`config.mk`:
```
export PLATFORM = sky130hd
export DESIGN_NAME = bcd_accumulator_flat
export DESIGN_NICKNAME = d
export VERILOG_FILES = /design/src/rtl/bcd_accumulator_pkg.sv /design/src/rtl/bcd_accumulator_if.sv /design/src/rtl/bcd_to_7seg.sv /design/src/rtl/bcd_accumulator.sv /design/src/flat_wrapper.sv
export SDC_FILE = /design/constraint.sdc
export NUM_CORES = 1
export LEC_CHECK = 0
export CORE_MARGIN = 3
export CORE_UTILIZATION = 60
export DETAILED_ROUTE_END_ITERATION = 6
export DONT_BUFFER_PORTS = 1
export PLACE_DENSITY = 0.76
export SETUP_SLACK_MARGIN = 0.3
export SYNTH_ARGS = -nofsm -noshare
export SYNTH_HDL_FRONTEND = slang
export SYNTH_SLANG_ARGS = --single-unit
```
`constraint.sdc`:
```
create_clock -name clk -period 4.37 [get_ports clk]
set_input_delay 0.874 -clock clk [delete_from_list [all_inputs] [get_ports clk]]
set_output_delay 0.874 -clock clk [all_outputs]
set_load 0.05 [all_outputs]
```
`src/rtl/bcd_accumulator_pkg.sv`:
```
// Shared types and constants for the BCD accumulator.
// Segment patterns are active-low, bit 6 = a ... bit 0 = g.
package bcd_accumulator_pkg;

  typedef enum logic [1:0] {
    IDLE = 2'd0,
    ADD  = 2'd1,
    DONE = 2'd2
  } state_t;

  localparam logic [3:0] BCD_MAX = 4'd9;

  localparam logic [6:0] SEG_0     = 7'b0000001;
  localparam logic [6:0] SEG_1     = 7'b1001111;
  localparam logic [6:0] SEG_2     = 7'b0010010;
  localparam logic [6:0] SEG_3     = 7'b0000110;
  localparam logic [6:0] SEG_4     = 7'b1001100;
  localparam logic [6:0] SEG_5     = 7'b0100100;
  localparam logic [6:0] SEG_6     = 7'b0100000;
  localparam logic [6:0] SEG_7     = 7'b0001111;
  localparam logic [6:0] SEG_8     = 7'b0000000;
  localparam logic [6:0] SEG_9     = 7'b0000100;
  localparam logic [6:0] SEG_BLANK = 7'b1111111;

  function automatic logic is_bcd(
    input logic [3:0] d
  );
    return d <= BCD_MAX;
  endfunction

endpackage

```
`src/rtl/bcd_accumulator_if.sv`:
```
// Request/response bundle between a controller and the accumulator.
// Master drives the request; slave returns result, status and display.
interface bcd_accumulator_if #(
  parameter int DIGITS = 2
);

  logic                  start;
  logic                  op;
  logic                  clear;
  logic [4*DIGITS-1:0]   a;
  logic [4*DIGITS-1:0]   sum;
  logic                  carry;
  logic                  error;
  logic                  busy;
  logic                  done;
  logic [7*DIGITS-1:0]   hex;

  modport master (
    output start,
    output op,
    output clear,
    output a,
    input  sum,
    input  carry,
    input  error,
    input  busy,
    input  done,
    input  hex
  );

  modport slave (
    input  start,
    input  op,
    input  clear,
    input  a,
    output sum,
    output carry,
    output error,
    output busy,
    output done,
    output hex
  );

endinterface

```
`src/rtl/bcd_to_7seg.sv`:
```
// One BCD digit to active-low a..g segments.
// Non-decimal codes blank the digit.
module bcd_to_7seg
  import bcd_accumulator_pkg::*;
(
  input  logic [3:0] bcd,
  output logic [6:0] seg
);

  always_comb begin
    seg = SEG_BLANK;
    case (bcd)
      4'd0:    seg = SEG_0;
      4'd1:    seg = SEG_1;
      4'd2:    seg = SEG_2;
      4'd3:    seg = SEG_3;
      4'd4:    seg = SEG_4;
      4'd5:    seg = SEG_5;
      4'd6:    seg = SEG_6;
      4'd7:    seg = SEG_7;
      4'd8:    seg = SEG_8;
      4'd9:    seg = SEG_9;
      default: seg = SEG_BLANK;
    endcase
  end

endmodule

```
`src/rtl/bcd_accumulator.sv`:
```
// Digit-serial BCD add/subtract accumulator with 7-segment display.
// Sum updates only at commit; subtraction uses ten's complement.
module bcd_accumulator
  import bcd_accumulator_pkg::*;
#(
  parameter int DIGITS = 2
) (
  input  logic            clk,
  input  logic            rst,
  bcd_accumulator_if.slave bus
);

  localparam int W  = 4 * DIGITS;
  localparam int IW = (DIGITS > 1) ? $clog2(DIGITS) : 1;

  state_t state;
  state_t state_nx;

  logic [IW-1:0] idx;
  logic [W-1:0]  a_q;
  logic [W-1:0]  work;
  logic [W-1:0]  work_nx;
  logic [W-1:0]  sum_q;
  logic          op_q;
  logic          cy;
  logic          carry_q;
  logic          error_q;

  logic          a_ok;
  logic          last;
  logic [3:0]    s_dig;
  logic [3:0]    a_dig;
  logic [3:0]    b_dig;
  logic [3:0]    r_dig;
  logic [4:0]    t;
  logic          c_nx;

  always_comb begin
    a_ok = 1'b1;
    for (int k = 0; k < DIGITS; k++) begin
      if (!is_bcd(bus.a[4*k +: 4])) a_ok = 1'b0;
    end
  end

  assign last = (idx == IW'(DIGITS - 1));

  // One digit per cycle; subtract adds the nines' complement
  // with the initial carry set, giving ten's complement.
  always_comb begin
    s_dig = sum_q[4*idx +: 4];
    a_dig = a_q[4*idx +: 4];
    b_dig = op_q ? (BCD_MAX - a_dig) : a_dig;
    t     = {1'b0, s_dig} + {1'b0, b_dig} + {4'b0, cy};
    if (t > {1'b0, BCD_MAX}) begin
      r_dig = 4'(t - 5'd10);
      c_nx  = 1'b1;
    end else begin
      r_dig = t[3:0];
      c_nx  = 1'b0;
    end
    work_nx = work;
    work_nx[4*idx +: 4] = r_dig;
  end

  always_ff @(posedge clk or posedge rst) begin
    if (rst) state <= IDLE;
    else     state <= state_nx;
  end

  always_comb begin
    state_nx = state;
    unique case (state)
      IDLE: begin
        if (bus.start && !bus.clear) begin
          state_nx = a_ok ? ADD : DONE;
        end
      end
      ADD:  if (last) state_nx = DONE;
      DONE: state_nx = IDLE;
      default: state_nx = IDLE;
    endcase
  end

  always_comb begin
    bus.busy = (state != IDLE);
    bus.done = (state == DONE);
  end

  always_ff @(posedge clk or posedge rst) begin
    if (rst) begin
      idx     <= '0;
      a_q     <= '0;
      work    <= '0;
      sum_q   <= '0;
      op_q    <= 1'b0;
      cy      <= 1'b0;
      carry_q <= 1'b0;
      error_q <= 1'b0;
    end else begin
      unique case (state)
        IDLE: begin
          if (bus.clear) begin
            sum_q   <= '0;
            work    <= '0;
            carry_q <= 1'b0;
            error_q <= 1'b0;
          end else if (bus.start) begin
            if (a_ok) begin
              a_q  <= bus.a;
              op_q <= bus.op;
              idx  <= '0;
              cy   <= bus.op;
              work <= sum_q;
            end else begin
              error_q <= 1'b1;
            end
          end
        end
        ADD: begin
          work <= work_nx;
          cy   <= c_nx;
          idx  <= idx + 1'b1;
          if (last) begin
            sum_q   <= work_nx;
            carry_q <= op_q ? ~c_nx : c_nx;
            error_q <= 1'b0;
          end
        end
        default: ;
      endcase
    end
  end

  assign bus.sum   = sum_q;
  assign bus.carry = carry_q;
  assign bus.error = error_q;

  for (genvar g = 0; g < DIGITS; g++) begin : g_seg
    bcd_to_7seg u_seg (
      .bcd (sum_q[4*g +: 4]),
      .seg (bus.hex[7*g +: 7])
    );
  end

endmodule

```
`src/flat_wrapper.sv`:
```
// flat-port wrapper written by rule: the top's interface ports become plain ports
module bcd_accumulator_flat import bcd_accumulator_pkg::*;
#(
  parameter int DIGITS = 2
)
  (clk, rst, bus_start, bus_op, bus_clear, bus_a, bus_sum, bus_carry, bus_error, bus_busy, bus_done, bus_hex);
  bcd_accumulator_if #(.DIGITS(DIGITS)) bus_i ();
  input  logic clk;
  input  logic rst;
  input wire logic [$bits(bus_i.start)-1:0] bus_start;
  input wire logic [$bits(bus_i.op)-1:0] bus_op;
  input wire logic [$bits(bus_i.clear)-1:0] bus_clear;
  input wire logic [$bits(bus_i.a)-1:0] bus_a;
  output wire logic [$bits(bus_i.sum)-1:0] bus_sum;
  output wire logic [$bits(bus_i.carry)-1:0] bus_carry;
  output wire logic [$bits(bus_i.error)-1:0] bus_error;
  output wire logic [$bits(bus_i.busy)-1:0] bus_busy;
  output wire logic [$bits(bus_i.done)-1:0] bus_done;
  output wire logic [$bits(bus_i.hex)-1:0] bus_hex;
  assign bus_i.start = bus_start;
  assign bus_i.op = bus_op;
  assign bus_i.clear = bus_clear;
  assign bus_i.a = bus_a;
  assign bus_sum = bus_i.sum;
  assign bus_carry = bus_i.carry;
  assign bus_error = bus_i.error;
  assign bus_busy = bus_i.busy;
  assign bus_done = bus_i.done;
  assign bus_hex = bus_i.hex;
  bcd_accumulator #(.DIGITS(DIGITS)) u_core (.clk(clk), .rst(rst), .bus(bus_i));
endmodule
```
==> out/metrics.cfg <==
[finish]
syn_to_final_growth_pct = 2.128
nets = 249
drive_gt1_share_pct = 12.39
final_cell_mix = 27 x nand2_1, 27 x dfrtp_1, 18 x o21ai_0, 16 x nor2_1
antenna_cells = 0

[floorplan]
die_w_um = 63.73
std_cell_rows = 20
chipHeight_um = 63.73
core_area_um2 = 3128
dieArea_um2 = 4061
start_util_pct = 63.92
ios = 39

[timing]
fin_crit_ps = 3674
tightest_slew_ps = 1044
rsz0062_at_grt = false
setup_tns_ps = 0
finClkSkew_ps = 15.02
hold_ws_ps = 530.3
setup_violations = 0
clock.fmax_mhz = 272.2
slew_violations = 0
slew_headroom_pct = 30.65
timing.final.ws_setup_ps = 696.1
hold_viol = 0
fin_crit_sh_pct = 84.07

[worst_setup_path]
r2r_end = u_core.work[2]
slowest_delay_ps = 820
crit_fanout = 21
crit_slowest_cell = dfrtp_1
critPathKind = register to register
r2r_setup_slack_ps = 700
critical_path_arrival_ps = 3910
reg2reg_depth = 11
cp_cell_sequence = mux2i_1 -> xor2_1 -> fa_1 -> inv_1 -> fa_1 -> inv_1 -> ha_1 -> a22oi_1 -> a31oi_4 -> mux2i_1 -> o221a_2
crit_path_end_kind = register
r2r-start = u_core.idx
required_ps = 4610
worstSetupStartpointType = register

[global_routing]
grt-ovfl-total = 0
grt_max_degree = 28
grt_usage_pct = 22.07
antenna_found_initial = 0
grt_pass1_wl_um = 7107
grt_pass1_vias = 1563

[clock_tree]
cts.sinks = 27
cts_tree = done
cts_resized = 0
clk_pin_slew_ps = 160
cts_root_buf = clkbuf_4
cts_max_level = 1
insertion_delay_ps = 340
ctsHoldBuffers = 0
cts_setup_buffers = 0
cts_buffers = 3
cts_buffer_depth = 2

[logic_synthesis]
synth.area.mux_share_pct = 11.08
synth_seq_cells = 27
yosysWarnings = 0
synth_top_family_by_area = compound AO/OA/AOI/OAI gates
synth_edf_count = 0
ys_seq_area_share_pct = 33.79
netlist_area_um2 = 1999
synth_compound_area_share_pct = 20.03
syn_avg_cell_area_um2 = 8.886
synth_nets = 255
synth_adder_area_share_pct = 11.39
post_synth_xor_area_fraction_pct = 2.628
synthArstFlopShare_pct = 100.0
ys.flop_type = dfrtp_1
ys_types = 42
netlist_instances = 225
synth-simple-area-share_pct = 15.58

[detailed_routing]
ant_nets = 0
vias = 1530
drt_iter0_drc = 71
post_drt_wl_per_cell_um = 16.12
via_per_inst = 5.840
first_pass_iters = 4
drt_wl_total_um = 4223
drc_errors = 0

[run_status]
status = complete, no violations

[hold_path]
hold_path_depth = 1
worstHoldStart = u_core.a_q[2]
worstHoldPathType = register to register
hold_end = u_core.a_q[2]

[placement]
dp_hpwl_um = 3297
gp_congestion = 0.8308
dp_slack_ps = 790.6
io_buffers = 0

[run]
drv_cap = 0

[critical path, delay by kind of cell (launching register included)]
family | cells | cell delay (ps)
AO/OA/AOI/OAI | 3 | 870
adder cells (fa/ha/maj) | 3 | 980
buffers and inverters | 2 | 170
XOR/XNOR | 1 | 220
flip-flops | 1 | 820
multiplexers | 2 | 510
[kinds of logic after synthesis]
logic type / after synthesis
adder cells (fa/ha/maj): 17
AO/OA/AOI/OAI: 63
buffers and inverters: 27
XOR/XNOR: 6
AND/OR/NAND/NOR: 66
flip-flops: 27
multiplexers: 19
[sequential cells by signal, summed over array words and instances, names as in the netlist]
signal,flops
u_core.bus.error,1
u_core.op_q,1
u_core.work,4
u_core.bus.carry,1
u_core.idx,1
u_core.bus.sum,8
u_core.cy,1
u_core.a_q,8
u_core.state,2
[synth_stat cells (2+ instances only)]
cell | count | area share, %
dfrtp_1 | 27 | 34
nand2_1 | 27 | 5.1
o21ai_0 | 22 | 5.5
nor2_1 | 16 | 3.0
a21oi_1 | 15 | 3.8
ha_1 | 15 | 9.4
inv_1 | 14 | 2.6
clkbuf_1 | 10 | 1.9
mux2i_1 | 9 | 4.5
nand2b_1 | 6 | 1.9
mux2_2 | 5 | 2.8
mux2_4 | 5 | 3.8
or2_2 | 5 | 1.6
a21o_1 | 4 | 1.5
xor2_1 | 4 | 1.8
a22o_1 | 3 | 1.3
a31oi_1 | 3 | 0.94
nor2b_1 | 3 | 0.94
nor3_1 | 3 | 0.75
o21ai_1 | 3 | 0.75
a21o_2 | 2 | 0.88
and3b_1 | 2 | 0.88
fa_1 | 2 | 2.0
xnor2_1 | 2 | 0.88
[layout make-up]
cell class,count,area (µm²)
Multi-Input combinational cell,171,1214
Fill cell,283,1086
Sequential cell,27,675.6
Tap cell,44,55.05
Inverter,14,52.55
Clock buffer,3,22.52
Timing Repair Buffer,2,15.01
Clock inverter,1,7.507
[metrics by stage]
stage,util (%),cell area (µm²),instances
floorplan,-,1999,225
global placement,64.32,2012,258
detailed placement,64.32,2012,258
CTS,65.28,2042,262
global route,65.28,2042,262
finish,65.28,2042,262
[layer usage]
| metal | global-route usage, % | wire length, µm | vias to the layer above |
|---|---|---|---|
| met1 | 27.61 | 1817 | 733 |
| li1 | - | - | 757 |
| met4 | 7.008 | 51 | 0 |
| met3 | 3.743 | 174 | 6 |
| met5 | 0 | 0 | - |
| met2 | 38.46 | 2179 | 34 |
[worst max path at each step]
stage,from,endpoint,slack [ps],depth (start not counted)
detailed placement,u_core.idx,u_core.work[2],790,11
CTS,u_core.idx,u_core.work[2],750,11
finish,u_core.idx,u_core.work[2],700,11
global placement,u_core.idx,u_core.work[2],990,11
global route,u_core.idx,u_core.work[2],540,11
floorplan,u_core.idx,u_core.work[2],1030,13
Power is left out: the tool's default activity adds up to more than one toggle a clock period on the data nets, which glitch-free logic cannot reach.
